<file path="src/rtl/picosoc_pkg.sv">
// Shared definitions for the PicoSoC memory-bus arbiter slice: FSM state
// encoding, requester indices, bus widths, the default timeout read pattern
// and the packed request payload carried from a master to the slave port.
package picosoc_pkg;

  localparam int unsigned ADDR_W = 32;
  localparam int unsigned DATA_W = 32;
  localparam int unsigned STRB_W = 4;

  // Arbiter FSM states
  localparam logic [0:0] ST_IDLE = 1'b0;
  localparam logic [0:0] ST_BUSY = 1'b1;

  // Requester indices
  localparam logic REQ_CPU = 1'b0;
  localparam logic REQ_AUX = 1'b1;

  localparam logic [DATA_W-1:0] DEFAULT_TIMEOUT_RDATA = 32'hFFFF_FFFF;

  // Request payload presented by a master and forwarded to the slave
  typedef struct packed {
    logic              instr;
    logic [ADDR_W-1:0] addr;
    logic [DATA_W-1:0] wdata;
    logic [STRB_W-1:0] wstrb;
  } mem_req_t;

  // One-hot grant vector for a requester index
  function automatic logic [1:0] grant_onehot(input logic owner);
    return (owner == REQ_AUX) ? 2'b10 : 2'b01;
  endfunction

endpackage

</file>
<file path="src/rtl/picosoc_bus_watchdog.sv">
// Bus watchdog for the memory arbiter. Counts BUSY cycles without slave
// completion and flags expiry on the TIMEOUT_CYCLES-th such cycle; a value of
// 0 disables it. Latches the address and owner of the last timed-out access.
//   clk, resetn    : clock, async active-low reset
//   busy           : arbiter is in BUSY (counter clears whenever low)
//   owner_valid    : current owner still holds its request
//   s_ready        : slave completion (wins over a coinciding expiry)
//   owner, addr    : current owner index and its address
//   expire         : combinational expiry strobe for this cycle
//   timeout_addr   : address of the last timed-out transaction
//   timeout_owner  : requester index of the last timeout
module picosoc_bus_watchdog
  import picosoc_pkg::*;
#(
  parameter int unsigned TIMEOUT_CYCLES = 255
) (
  input  logic              clk,
  input  logic              resetn,
  input  logic              busy,
  input  logic              owner_valid,
  input  logic              s_ready,
  input  logic              owner,
  input  logic [ADDR_W-1:0] addr,
  output logic              expire,
  output logic [ADDR_W-1:0] timeout_addr,
  output logic              timeout_owner
);

  localparam bit          ENABLE = (TIMEOUT_CYCLES != 0);
  // Counter only needs to reach TIMEOUT_CYCLES-1: it holds the number of
  // stalled BUSY cycles already elapsed, so the current cycle is count+1.
  localparam int unsigned CW     = (TIMEOUT_CYCLES < 2) ? 1 : $clog2(TIMEOUT_CYCLES);
  localparam logic [CW-1:0] LAST = CW'(TIMEOUT_CYCLES - 1);

  logic [CW-1:0] count_q;

  assign expire = ENABLE && busy && owner_valid && !s_ready && (count_q == LAST);

  // Stall counter; cleared outside BUSY so each transaction starts at zero
  always_ff @(posedge clk or negedge resetn) begin
    if (!resetn) begin
      count_q <= '0;
    end else if (!busy || !ENABLE) begin
      count_q <= '0;
    end else if (!s_ready) begin
      count_q <= count_q + CW'(1);
    end
  end

  // Record of the most recent timeout
  always_ff @(posedge clk or negedge resetn) begin
    if (!resetn) begin
      timeout_addr  <= '0;
      timeout_owner <= REQ_CPU;
    end else if (expire) begin
      timeout_addr  <= addr;
      timeout_owner <= owner;
    end
  end

endmodule

</file>
<file path="src/rtl/picosoc_mem_arbiter.sv">
// Two-requester arbiter for the PicoSoC native memory bus. m0 (CPU) and m1
// (DMA/debug) share one slave port. Round-robin between simultaneous
// requests, the winner owns the bus until completion, and a watchdog
// completes hung transactions with TIMEOUT_RDATA and an interrupt pulse.
//   clk, resetn              : clock, async active-low reset
//   mX_valid/instr/addr/
//   wdata/wstrb              : requester X native bus request
//   mX_ready, mX_rdata       : completion pulse and read data to requester X
//   s_valid/instr/addr/
//   wdata/wstrb              : request to the shared slave
//   s_ready, s_rdata         : slave completion and read data
//   grant                    : one-hot current owner, 0 when idle
//   timeout_irq              : one-cycle watchdog expiry pulse
//   timeout_addr/owner       : details of the last timed-out transaction
module picosoc_mem_arbiter
  import picosoc_pkg::*;
#(
  parameter int unsigned        TIMEOUT_CYCLES = 255,
  parameter logic [DATA_W-1:0]  TIMEOUT_RDATA  = DEFAULT_TIMEOUT_RDATA,
  parameter bit                 M0_FIRST       = 1'b1
) (
  input  logic              clk,
  input  logic              resetn,
  input  logic              m0_valid,
  input  logic              m0_instr,
  input  logic [ADDR_W-1:0] m0_addr,
  input  logic [DATA_W-1:0] m0_wdata,
  input  logic [STRB_W-1:0] m0_wstrb,
  output logic              m0_ready,
  output logic [DATA_W-1:0] m0_rdata,
  input  logic              m1_valid,
  input  logic              m1_instr,
  input  logic [ADDR_W-1:0] m1_addr,
  input  logic [DATA_W-1:0] m1_wdata,
  input  logic [STRB_W-1:0] m1_wstrb,
  output logic              m1_ready,
  output logic [DATA_W-1:0] m1_rdata,
  output logic              s_valid,
  output logic              s_instr,
  output logic [ADDR_W-1:0] s_addr,
  output logic [DATA_W-1:0] s_wdata,
  output logic [STRB_W-1:0] s_wstrb,
  input  logic              s_ready,
  input  logic [DATA_W-1:0] s_rdata,
  output logic [1:0]        grant,
  output logic              timeout_irq,
  output logic [ADDR_W-1:0] timeout_addr,
  output logic              timeout_owner
);

  // The pointer stores the last winner; the other requester wins a tie.
  localparam logic LAST_RST = M0_FIRST ? REQ_AUX : REQ_CPU;

  logic [0:0]  state_q, state_d;
  logic        owner_q, owner_d;
  logic        last_q,  last_d;

  mem_req_t    m0_req, m1_req, own_req, s_req;
  logic        own_valid;
  logic        wd_expire;
  logic        done;
  logic [DATA_W-1:0] done_rdata;

  assign m0_req = '{instr: m0_instr, addr: m0_addr, wdata: m0_wdata, wstrb: m0_wstrb};
  assign m1_req = '{instr: m1_instr, addr: m1_addr, wdata: m1_wdata, wstrb: m1_wstrb};

  // Owner-side view of the request
  assign own_req   = (owner_q == REQ_AUX) ? m1_req   : m0_req;
  assign own_valid = (owner_q == REQ_AUX) ? m1_valid : m0_valid;

  assign s_instr = s_req.instr;
  assign s_addr  = s_req.addr;
  assign s_wdata = s_req.wdata;
  assign s_wstrb = s_req.wstrb;

  assign timeout_irq = wd_expire;

  picosoc_bus_watchdog #(
    .TIMEOUT_CYCLES (TIMEOUT_CYCLES)
  ) u_watchdog (
    .clk           (clk),
    .resetn        (resetn),
    .busy          (state_q == ST_BUSY),
    .owner_valid   (own_valid),
    .s_ready       (s_ready),
    .owner         (owner_q),
    .addr          (own_req.addr),
    .expire        (wd_expire),
    .timeout_addr  (timeout_addr),
    .timeout_owner (timeout_owner)
  );

  // State, owner and round-robin pointer registers
  always_ff @(posedge clk or negedge resetn) begin
    if (!resetn) begin
      state_q <= ST_IDLE;
      owner_q <= REQ_CPU;
      last_q  <= LAST_RST;
    end else begin
      state_q <= state_d;
      owner_q <= owner_d;
      last_q  <= last_d;
    end
  end

  // Next-state, slave muxing and completion routing
  always_comb begin
    state_d    = state_q;
    owner_d    = owner_q;
    last_d     = last_q;
    s_valid    = 1'b0;
    s_req      = '0;
    grant      = 2'b00;
    done       = 1'b0;
    done_rdata = '0;
    m0_ready   = 1'b0;
    m1_ready   = 1'b0;
    m0_rdata   = '0;
    m1_rdata   = '0;

    case (state_q)
      ST_IDLE: begin
        if (m0_valid || m1_valid) begin
          state_d = ST_BUSY;
          if (m0_valid && m1_valid) begin
            owner_d = ~last_q;
          end else begin
            owner_d = m1_valid ? REQ_AUX : REQ_CPU;
          end
        end
      end

      ST_BUSY: begin
        grant   = grant_onehot(owner_q);
        s_req   = own_req;
        s_valid = own_valid && !wd_expire;
        if (own_valid && s_ready) begin
          done       = 1'b1;
          done_rdata = s_rdata;
          last_d     = owner_q;
          state_d    = ST_IDLE;
        end else if (wd_expire) begin
          done       = 1'b1;
          done_rdata = TIMEOUT_RDATA;
          last_d     = owner_q;
          state_d    = ST_IDLE;
        end else if (!own_valid) begin
          // Owner withdrew without completion: abandon, pointer untouched
          state_d = ST_IDLE;
        end
      end

      default: state_d = ST_IDLE;
    endcase

    if (done) begin
      if (owner_q == REQ_AUX) begin
        m1_ready = 1'b1;
        m1_rdata = done_rdata;
      end else begin
        m0_ready = 1'b1;
        m0_rdata = done_rdata;
      end
    end
  end

endmodule

</file>
<file path="config.mk">
export PLATFORM = sky130hd
export DESIGN_NAME = picosoc_mem_arbiter
export DESIGN_NICKNAME = d
export VERILOG_FILES = /design/src/rtl/picosoc_pkg.sv /design/src/rtl/picosoc_bus_watchdog.sv /design/src/rtl/picosoc_mem_arbiter.sv
export SDC_FILE = /design/constraint.sdc
export NUM_CORES = 1
export LEC_CHECK = 0
export BUFFER_PORTS_ARGS = -buffer_cell sky130_fd_sc_hd__buf_2
export CORE_AREA = 3 3 132 134
export CTS_CLUSTER_DIAMETER = 50
export DETAILED_ROUTE_END_ITERATION = 7
export DIE_AREA = 0 0 135 137
export PLACE_DENSITY = 0.6
export SLEW_MARGIN = 20
export SYNTH_ARGS = -nofsm -noshare
export SYNTH_HDL_FRONTEND = slang
export SYNTH_SLANG_ARGS = --single-unit
</file>
<file path="constraint.sdc">
create_clock -name clk -period 2.4 [get_ports clk]
set_input_delay 0.24 -clock clk [delete_from_list [all_inputs] [get_ports clk]]
set_output_delay 0.24 -clock clk [all_outputs]
set_load 0.01 [all_outputs]
</file>
==> results.toml <==
[floorplan]
initial_utilization = 0.209
std_cell_rows = 47
die-area_mm2 = 0.0185
placeableCoreArea_mm2 = 0.0164
ios = 347
die_y_um = 137
die_x_um = 135

[worst_setup_path]
arrival_ns = 2.12
setup_cp_type = "reg -> out"
required_ns = 2.16
biggest_fanout_along_the_worst_timing_path = 25
critPathLaunchType = "register"
worstSetupEndpointType = "primary output"
worst-r2r-setup-slack_ns = 0.44

[grt]
grt-ovfl-total = 0
grt_start_max_net_pins = 81
initial_antenna_violation_count = 0
grt.total_usage = 0.140
grt_first_pass_wirelength_um = 20800
via_count_of_the_first_global_routing_pass = 3800

[power_and_ir_drop]
power.density_mw_per_mm2 = 693
worst_ir_drop_vdd_mv = 0.580
power.static_leakage_nw = 3.34

[cts]
numCtsBuffers = 5
cts_tree = "done"
htree_levels = 2
clock_sinks = 44
maximum_count_of_clock_buffers_along_a_single_path = 2
clk_latency_ns = 0.28
clk_transition_reported_paths_ns = 0.06
ctsRootBufferMaster = "sky130_fd_sc_hd__clkbuf_16"

[synth]
async_reset_ff_frac = 1.00
yosys.area.top_type = "sky130_fd_sc_hd__dfrtp_1"
yosys.cell_types.count = 34
synth.top_cells.by_area = "sky130_fd_sc_hd__dfrtp_1, sky130_fd_sc_hd__mux2i_1, sky130_fd_sc_hd__nor2_1"
yosys.cell_count.top_type = "sky130_fd_sc_hd__nor2_1"
synth.net_count = 616
yosysTopAreaCellShare = 0.314
yosys_warnings = 0
commonest_cells_in_the_synthesized_netlist = "sky130_fd_sc_hd__nor2_1, sky130_fd_sc_hd__mux2i_1, sky130_fd_sc_hd__nand2_1, sky130_fd_sc_hd__dfrtp_1, sky130_fd_sc_hd__a21oi_1"
synth_seq_cells = 44
synth_cells = 439
synth_area_per_cell_um2 = 7.80
synth_edf_count = 0
synthesis.area_mm2 = 0.00342
synth_sequential_area_ratio = 0.322
synth_flop_cell = "sky130_fd_sc_hd__dfrtp_1"

[timing]
grt_setup_unrepaired = "true"
worst_clock_skew_ns = 0.00715
max_freq_mhz = 424
fin_tns_setup_ns = 0
worst_slew_pin_slew_ns = 0.750
finalWorstPathRequiredPeriod_ns = 2.36
setup_viol_count_final = 0
min_period_over_period = 0.983
max_slew_vio_count = 0
timing.max_slew.rel_slack = 0.500
postLayoutSetupSlackWorst_ns = 0.0417
whs_ns = 0.270
final_hold_viol_count = 0

[placement]
gp_routability_congestion = 0.781
io_buffers = 346
dp_hpwl_um = 11800
pre_cts_ws_ns = 0.264

[route]
routed-via-count = 4296
top_layer = "met4"
post_drt_via_cell_ratio = 4.31
route.layer.met1.wl_um = 6150
route.final.wire_length_um = 15300
wl_met3_um = 879
wl_per_cell_um = 15.3
drtPass1Iterations = 7
drc = 0
detail_route.iter0.violations = 221
antenna_violating_nets_post_route = 0
route.met2.wl_um = 8200

[final_layout]
n_fill_cell = 1779
area_of_the_multi_input_gates_mm2 = 0.00214
area_growth_pct = 69.8
regArea_mm2 = 0.00111
finish.net_count = 953
antenna_cells = 0
drive_above_1_share = 0.541

[flow_run]
max_cap_viol_count = 0

[run_status]
outcome = "complete, no violations"

[worst_hold_path]
min_path_type = "in -> reg"
-- worst paths after layout --
path | from | to | cells after the start
max | u_watchdog.count_q[0] | m1_rdata[27] | 7
min | m0_addr[10] | u_watchdog.timeout_addr[10] | 3
max reg2reg | u_watchdog.count_q[0] | u_watchdog.timeout_addr[25] | 8
min reg2reg | u_watchdog.timeout_owner | u_watchdog.timeout_owner | 2
max in group asynchronous | resetn | u_watchdog.timeout_addr[7] | 3
min in group asynchronous | resetn | u_watchdog.timeout_addr[19] | 2
-- critical path, stage by stage, from the launching register on --
cell and delay (ns):
sky130_fd_sc_hd__dfrtp_1 0.38, sky130_fd_sc_hd__inv_1 0.06, sky130_fd_sc_hd__ha_2 0.16, sky130_fd_sc_hd__nand3_2 0.08, sky130_fd_sc_hd__or4_4 0.60, sky130_fd_sc_hd__clkbuf_16 0.26
sky130_fd_sc_hd__a21oi_1 0.15, sky130_fd_sc_hd__buf_2 0.15
-- sequential cells by signal, summed over array words and instances, names as in the netlist --
signal	cells
last_q	1
owner_q	1
state_q	1
u_watchdog.count_q	8
u_watchdog.timeout_addr	32
u_watchdog.timeout_owner	1
-- kinds of logic after synthesis --
logic type | after synthesis | share of synthesized area
simple gates | 170 | 0.205
compound gates | 103 | 0.187
mux | 70 | 0.205
buf+inv | 45 | 0.0611
flops | 44 | 0.322
xor+xnor | 5 | 0.0128
fa+ha+maj | 2 | 0.00731
-- through the flow --
stage / power, mW / cell area (µm²) / cells / util
6_report: 4.02 / 5810 / 997 / 0.354
5_1_grt: 4.31 / 5810 / 997 / 0.354
4_1_cts: 4.05 / 5610 / 989 / 0.342
3_5_place_dp: 3.23 / 5420 / 979 / 0.330
3_3_place_gp: 3.22 / 5420 / 979 / 0.330
2_1_floorplan: 2.29 / 3420 / 439 / -
-- cell type report --
class	instances	area share
multi-input combinational	350	0.368
timing repair buffer	371	0.362
sequential	44	0.190
tap	220	0.0474
clock buffer	5	0.0215
clock inverter	3	0.00797
inverter	4	0.00258
-- layer usage --
metal | vias up | track usage
li1 | 2162 | -
met1 | 1960 | 0.177
met2 | 172 | 0.257
met3 | 2 | 0.0195
met4 | 0 | 0.0263
met5 | - | 0
-- cell usage in the layout (no fill, tap or decap), types with 3 or more instances in the layout --
master / Yosys / final
sky130_fd_sc_hd__buf_12: 0 / 4
sky130_fd_sc_hd__clkbuf_16: 0 / 10
sky130_fd_sc_hd__mux2i_1: 70 / 70
sky130_fd_sc_hd__xor2_1: 4 / 4
sky130_fd_sc_hd__dfrtp_1: 43 / 42
sky130_fd_sc_hd__inv_1: 3 / 3
sky130_fd_sc_hd__nand2_1: 69 / 69
sky130_fd_sc_hd__buf_4: 1 / 12
sky130_fd_sc_hd__nand4b_1: 3 / 3
sky130_fd_sc_hd__nor2_1: 82 / 82
sky130_fd_sc_hd__o21ai_0: 34 / 34
sky130_fd_sc_hd__a21oi_1: 35 / 32
sky130_fd_sc_hd__buf_2: 11 / 346
sky130_fd_sc_hd__a21oi_2: 30 / 33
sky130_fd_sc_hd__nand2b_1: 3 / 3
-- power breakdown --
part,switching (mW),total (mW),internal (mW)
clock,0.300,0.795,0.495
sequential,0.0375,0.825,0.788
combinational,1.39,2.40,1.01
-- what timing repair did --
item	in CTS	in global routing
buffers inserted	1	4
hold buffers	1	0
cloned	0	5
gates resized for setup	1	11
endpoints found under the setup margin	32	62
pin swaps	1	2
hold endpoints to repair	18	0
Note: power is estimated with default switching activity, not from simulation.
